==> src/rtl/ula_muldiv.sv <==
// ula_muldiv -- iterative integer multiply/divide unit (RISC-V M-extension op set).
//
// Multiply is shift-add on operand magnitudes into a 2*WIDTH product; divide is
// restoring division on magnitudes. Both take WIDTH iterations, one per cycle,
// and the sign is applied to the final value in 2's complement. Divide-by-zero
// and signed overflow bypass the iteration and go straight to DONE.
//
// Ports:
//   clk     in   1      clock, rising edge
//   reset   in   1      synchronous, active-high
//   start   in   1      request pulse, honoured only when busy=0
//   funct3  in   3      000 MUL 001 MULH 010 MULHSU 011 MULHU
//                       100 DIV 101 DIVU 110 REM 111 REMU
//   op_a    in   WIDTH  multiplicand / dividend
//   op_b    in   WIDTH  multiplier / divisor
//   busy    out  1      high while iterating (CALC)
//   done    out  1      one-cycle pulse, result valid
//   result  out  WIDTH  registered result, held until the next done
module ula_muldiv #(
  parameter int WIDTH = 32
) (
  input  logic             clk,
  input  logic             reset,
  input  logic             start,
  input  logic [2:0]       funct3,
  input  logic [WIDTH-1:0] op_a,
  input  logic [WIDTH-1:0] op_b,
  output logic             busy,
  output logic             done,
  output logic [WIDTH-1:0] result
);

  localparam int CW = $clog2(WIDTH);
  localparam logic [CW-1:0]    LAST     = CW'(WIDTH - 1);
  localparam logic [WIDTH-1:0] MOST_NEG = {1'b1, {(WIDTH-1){1'b0}}};

  typedef enum logic [1:0] {IDLE, CALC, DONE} state_t;

  // Magnitude of a signed value; the most negative value maps to 2^(WIDTH-1)
  // as an unsigned WIDTH-bit number.
  function automatic logic [WIDTH-1:0] mag(input logic signed [WIDTH-1:0] v);
    return (v < 0) ? -v : v;
  endfunction

  function automatic logic [WIDTH-1:0] apply_sign_w(input logic [WIDTH-1:0] v,
                                                    input logic n);
    return n ? -v : v;
  endfunction

  function automatic logic [2*WIDTH-1:0] apply_sign_2w(input logic [2*WIDTH-1:0] v,
                                                       input logic n);
    return n ? -v : v;
  endfunction

  state_t             state, state_nxt;
  logic [2:0]         f3_q;
  logic               neg_q;
  logic [WIDTH-1:0]   opnd_q;   // multiplicand (mul) or divisor (div) magnitude
  logic [2*WIDTH-1:0] acc_q;    // mul: {hi, multiplier}  div: {remainder, quotient}
  logic [CW-1:0]      cnt_q;

  logic               capture;
  logic               a_sgn, b_sgn, sa, sb, neg_c, is_div, div_zero, ovf, fast;
  logic [WIDTH-1:0]   ma, mb, fast_res;

  logic [WIDTH:0]     mul_sum;
  logic [2*WIDTH-1:0] mul_acc;
  logic [WIDTH:0]     div_shift;
  logic               div_ge;
  logic [WIDTH-1:0]   div_sub;
  logic [2*WIDTH-1:0] div_acc;
  logic [2*WIDTH-1:0] acc_nxt;
  logic [2*WIDTH-1:0] prod;
  logic [WIDTH-1:0]   calc_res;

  assign capture = start && (state != CALC);

  // Operand decode at the capture edge: signedness, magnitudes, fast path.
  always_comb begin
    is_div   = funct3[2];
    a_sgn    = (funct3 == 3'b001) || (funct3 == 3'b010) ||
               (funct3 == 3'b100) || (funct3 == 3'b110);
    b_sgn    = (funct3 == 3'b001) || (funct3 == 3'b100) || (funct3 == 3'b110);
    sa       = a_sgn & op_a[WIDTH-1];
    sb       = b_sgn & op_b[WIDTH-1];
    ma       = sa ? mag(op_a) : op_a;
    mb       = sb ? mag(op_b) : op_b;
    // Remainder follows the dividend's sign only.
    neg_c    = (funct3 == 3'b110) ? sa : (sa ^ sb);
    div_zero = is_div && (op_b == '0);
    ovf      = ((funct3 == 3'b100) || (funct3 == 3'b110)) &&
               (op_a == MOST_NEG) && (op_b == '1);
    fast     = div_zero || ovf;
    case (funct3)
      3'b100:  fast_res = div_zero ? '1 : op_a;
      3'b101:  fast_res = '1;
      3'b110:  fast_res = div_zero ? op_a : '0;
      default: fast_res = op_a;
    endcase
  end

  // One iteration of shift-add multiply or restoring divide.
  always_comb begin
    mul_sum   = {1'b0, acc_q[2*WIDTH-1:WIDTH]} + (acc_q[0] ? {1'b0, opnd_q} : '0);
    mul_acc   = {mul_sum, acc_q[WIDTH-1:1]};
    div_shift = {acc_q[2*WIDTH-1:WIDTH], acc_q[WIDTH-1]};
    div_ge    = div_shift >= {1'b0, opnd_q};
    div_sub   = div_shift[WIDTH-1:0] - opnd_q;
    div_acc   = div_ge ? {div_sub, acc_q[WIDTH-2:0], 1'b1}
                       : {div_shift[WIDTH-1:0], acc_q[WIDTH-2:0], 1'b0};
    acc_nxt   = f3_q[2] ? div_acc : mul_acc;
    prod      = apply_sign_2w(acc_nxt, neg_q);
    case (f3_q)
      3'b000:         calc_res = prod[WIDTH-1:0];
      3'b001, 3'b010,
      3'b011:         calc_res = prod[2*WIDTH-1:WIDTH];
      3'b100, 3'b101: calc_res = apply_sign_w(acc_nxt[WIDTH-1:0], neg_q);
      default:        calc_res = apply_sign_w(acc_nxt[2*WIDTH-1:WIDTH], neg_q);
    endcase
  end

  always_comb begin
    state_nxt = state;
    busy      = 1'b0;
    done      = 1'b0;
    case (state)
      IDLE, DONE: begin
        done = (state == DONE);
        if (start) state_nxt = fast ? DONE : CALC;
        else       state_nxt = IDLE;
      end
      CALC: begin
        busy = 1'b1;
        if (cnt_q == LAST) state_nxt = DONE;
      end
      default: state_nxt = IDLE;
    endcase
  end

  always_ff @(posedge clk) begin
    if (reset) begin
      state  <= IDLE;
      cnt_q  <= '0;
      result <= '0;
    end else begin
      state <= state_nxt;
      if (capture) begin
        cnt_q <= '0;
        if (fast) result <= fast_res;
      end else if (state == CALC) begin
        cnt_q <= cnt_q + CW'(1);
        if (cnt_q == LAST) result <= calc_res;
      end
    end
  end

  // Datapath registers carry no reset; the FSM gates their use.
  always_ff @(posedge clk) begin
    if (capture) begin
      f3_q   <= funct3;
      neg_q  <= neg_c;
      opnd_q <= is_div ? mb : ma;
      acc_q  <= {{WIDTH{1'b0}}, (is_div ? ma : mb)};
    end else if (state == CALC) begin
      acc_q  <= acc_nxt;
    end
  end

endmodule
==> config.mk <==
export PLATFORM = sky130hd
export DESIGN_NAME = ula_muldiv
export DESIGN_NICKNAME = d
export VERILOG_FILES = /design/src/rtl/ula_muldiv.sv
export SDC_FILE = /design/constraint.sdc
export NUM_CORES = 1
export LEC_CHECK = 0
export BUFFER_PORTS_ARGS = -buffer_cell sky130_fd_sc_hd__buf_2
export CAP_MARGIN = 10
export CORE_MARGIN = 2
export CORE_UTILIZATION = 49
export DETAILED_ROUTE_END_ITERATION = 12
export PLACE_DENSITY = 0.67
export SLEW_MARGIN = 20
export SYNTH_ARGS = -nofsm -noshare
export SYNTH_HDL_FRONTEND = slang
export SYNTH_SLANG_ARGS = --single-unit
==> constraint.sdc <==
create_clock -name clk -period 16.9 [get_ports clk]
set_clock_uncertainty 0.05 [all_clocks]
set_input_delay 0.845 -clock clk [delete_from_list [all_inputs] [get_ports clk]]
set_output_delay 0.845 -clock clk [all_outputs]
set_load 0.05 [all_outputs]
==> summary.txt <==
DRC viols - 0
synthesized flop and latch total - 139
Unique masters post-synth - 102
combinational group share of total power - 0.499
DIE AREA - 33090 µm²
core footprint - 31390 µm²
NumNets Final - 2222
port bufs - 103
Hold Buf Count CTS - 0
Post-Syn Instances - 2051
worst hold slack - 0.3973 ns
CTS tree - yes
Cell Pwr Density - 99.34 nW/µm²
DR vias - 16530
status - finished clean
# rows - 65
Post-Route Setup TNS - 0 ns
effective utilization at floorplan - 0.4940
vias per cell - 6.626
clk sink count - 139
final instance area - 16860 µm²
Reg area - 3463 µm²
Area Growth Syn to Fin - 8.754%
Worst Path Required - 17.14 ns
worst slew pin tran - 1.080 ns
final hold violation count - 0
sequential share of power - 0.259
Net Switching - 749.3 µW
multi-input logic area - 11250 µm²
gr ovfl total - 0
height of the die - 181.9 µm
Placed Area - 16250 µm²
worst skew pair latency - 0.45 ns
routability cong. - 1.079
Critical Path AT - 7.00 ns
final slew viol count - 0
crit path capture type - flop
TritonRoute pass-1 iters - 6
critical path class - flop to flop
post_cts resized - 0
number of flops mapped to enable cells by yosys - 68
CP startpoint kind - flop
mean area per synthesized cell - 7.561 µm²
GRT Util Overall - 0.3554
largest net degree at the start of global routing - 120
fill count - 3123
final setup fails - 0
post-route minimum period - 6.762 ns
vias in the first global route - 15200
ys async rst share - 0
initial antenna violation count - 6
share of post-route cells with drive strength above 1 - 0.1052
Ant. Diodes - 0
H-Tree Depth - 4
Routed WL - 60010 µm
CP Max Fanout - 21
Slew headroom - 0.2767
clock root buffer - clkbuf_16
post-route ant nets - 0
fmax - 147.9 MHz
width of the die - 181.9 µm
first-pass GRT wire length - 90380 µm
Main synth FF type - dfxtp_1
Pint - 926.1 µW
critical path's largest stage delay - 0.64 ns
Synthesized Nets - 2194
CTS Buffer Depth - 2
Initial DRC Count - 1789
Clk network pwr share - 0.242
register area share after synthesis - 0.2233
Leakage - 6.744 nW
synthesis warning total - 0
critical path cell sequence - inv_1, ha_1, a21oi_1, o21ai_0, o22a_1, nor3_4, a21boi_4, nor2_2, nor2_1, ha_1, o211ai_1, a211oi_1, o211ai_1, or2_2, nor4_1, nand2_1, or2_2, o31ai_1, xnor2_1, a221oi_1, o31ai_1
Hold Path Class - flop to flop
Wirelength per Cell - 24.06 µm
max cap viols - 0
Worst VDD drop - 0.08019 mV
Post CTS Setup Buffer Count - 0
CTS buffer count - 17
Crit-path slowest cell - a211oi_1
fin crit share - 0.4001
Sw Ratio - 0.4472
post-synthesis cell area - 15510 µm²
DPL Wire Length - 46030 µm
RSZ-0062 raised after global routing - no
Reg clk slew, reported paths - 0.07 ns
IO Pins - 104
==> synthesized netlist by cell type (15+ instances only) <==
| cell | n | area share |
|---|---|---|
| a211oi_1 | 21 | 0.010 |
| a21o_1 | 26 | 0.013 |
| a21oi_1 | 234 | 0.076 |
| a31oi_1 | 23 | 0.0093 |
| and2_1 | 41 | 0.017 |
| buf_2 | 17 | 0.0055 |
| clkbuf_1 | 90 | 0.022 |
| dfxtp_1 | 71 | 0.092 |
| edfxtp_1 | 68 | 0.13 |
| ha_1 | 71 | 0.057 |
| inv_1 | 79 | 0.019 |
| mux2i_1 | 107 | 0.069 |
| nand2_1 | 169 | 0.041 |
| nand2b_1 | 18 | 0.0073 |
| nand3_1 | 52 | 0.017 |
| nand4_1 | 28 | 0.011 |
| nor2_1 | 174 | 0.042 |
| nor2b_1 | 16 | 0.0065 |
| nor3_1 | 68 | 0.022 |
| nor4_1 | 20 | 0.0081 |
| o211ai_1 | 24 | 0.012 |
| o21ai_0 | 142 | 0.046 |
| o21ai_1 | 15 | 0.0048 |
| o31ai_1 | 24 | 0.012 |
| or3_1 | 24 | 0.0097 |
| xnor2_1 | 113 | 0.064 |
| xor2_1 | 47 | 0.027 |
==> worst paths after layout <==
| path | slack [ns] | cells after the start | startpoint | to |
|---|---|---|---|---|
| worst max-delay path | 10.14 | 21 | opnd_q[18]$_DFFE_PP_ | result[22]$_SDFFE_PP0P_ |
| worst min-delay path | 0.40 | 1 | state[1]$_SDFFE_PP0P_ | state[1]$_SDFFE_PP0P_ |
| worst max register to register | 10.14 | 21 | opnd_q[18]$_DFFE_PP_ | result[22]$_SDFFE_PP0P_ |
| worst min register to register | 0.40 | 1 | state[1]$_SDFFE_PP0P_ | state[1]$_SDFFE_PP0P_ |
==> power groups by stage <==
stage	Combinational [mW]	Sequential, mW	Clock (mW)
finish	0.836	0.434	0.405
global route	0.897	0.438	0.418
CTS	0.812	0.433	0.405
detailed placement	0.806	0.440	0
global placement	0.803	0.438	0
floorplan	0.582	0.427	0
==> per-stage QoR <==
stage | total power, mW | util | instances | setup WS, ns
5_1_grt | 1.754 | 0.5372 | 2494 | 9.876
3_3_place_gp | 1.241 | 0.5177 | 2462 | 10.53
2_1_floorplan | 1.009 | - | 2051 | 11.38
4_1_cts | 1.650 | 0.5370 | 2494 | 10.42
6_report | 1.675 | 0.5372 | 2494 | 10.14
3_5_place_dp | 1.246 | 0.5178 | 2462 | 10.46
==> per-layer routing <==
| layer | vias to the layer above | part of all wire | global-route usage |
|---|---|---|---|
| li1 | 7679 | - | - |
| met1 | 7746 | 0.41 | 0.4698 |
| met2 | 911 | 0.44 | 0.5611 |
| met3 | 183 | 0.090 | 0.05796 |
| met4 | 6 | 0.056 | 0.1819 |
| met5 | - | 0.00062 | 0 |
==> layout by cell type, fill, tap and decap left out, drive strengths merged, types with 12 or more instances in the layout <==
| cell type | count |
|---|---|
| a21oi | 234 |
| nor2 | 176 |
| nand2 | 171 |
| o21ai | 158 |
| buf | 131 |
| xnor2 | 113 |
| mux2i | 107 |
| inv | 82 |
| ha | 71 |
| dfxtp | 71 |
| nor3 | 69 |
| edfxtp | 68 |
| nand3 | 52 |
| xor2 | 47 |
| and2 | 42 |
| nand4 | 29 |
| a21o | 26 |
| a31oi | 25 |
| o211ai | 24 |
| or3 | 24 |
| o31ai | 24 |
| a211oi | 22 |
| nor4 | 21 |
| clkbuf | 21 |
| nand2b | 18 |
| nor2b | 16 |
| and3 | 14 |
| or2 | 14 |
| o22ai | 13 |
| o41ai | 12 |
==> registers in the layout, indices dropped and copies added, names as in the netlist <==
| signal | flops |
|---|---|
| acc_q | 64 |
| opnd_q | 32 |
| result | 32 |
| cnt_q | 5 |
| f3_q | 3 |
| state | 2 |
| neg_q | 1 |
==> cell families (layout without fill, tap and decap cells) <==
group	after synthesis	in the layout	synth area share
xor+xnor	160	160	0.09037
simple gates	686	686	0.2212
fa+ha+maj	73	73	0.05987
buf+inv	203	244	0.05204
mux	117	117	0.07657
compound gates	673	673	0.2767
flops	139	139	0.2233
==> worst max-delay path, delay by kind of cell, from the launching register on <==
family,cells,cell delay (ns)
AOI/OAI and AO/OA,10,3.27
and+or+nand+nor,7,2.14
adders and majority gates,2,0.57
DFF,1,0.35
xor gates and xnor gates,1,0.13
buffers and inverters,1,0.05
==> layout make-up <==
class	count	area share
Multi-Input combinational cell	1709	0.6671
Sequential cell	139	0.2054
Timing Repair Buffer	131	0.04392
Tap cell	402	0.02982
Clock buffer	21	0.02730
Inverter	81	0.01803
Clock inverter	11	0.008458
No activity file was read; power rests on OpenSTA's default activity.
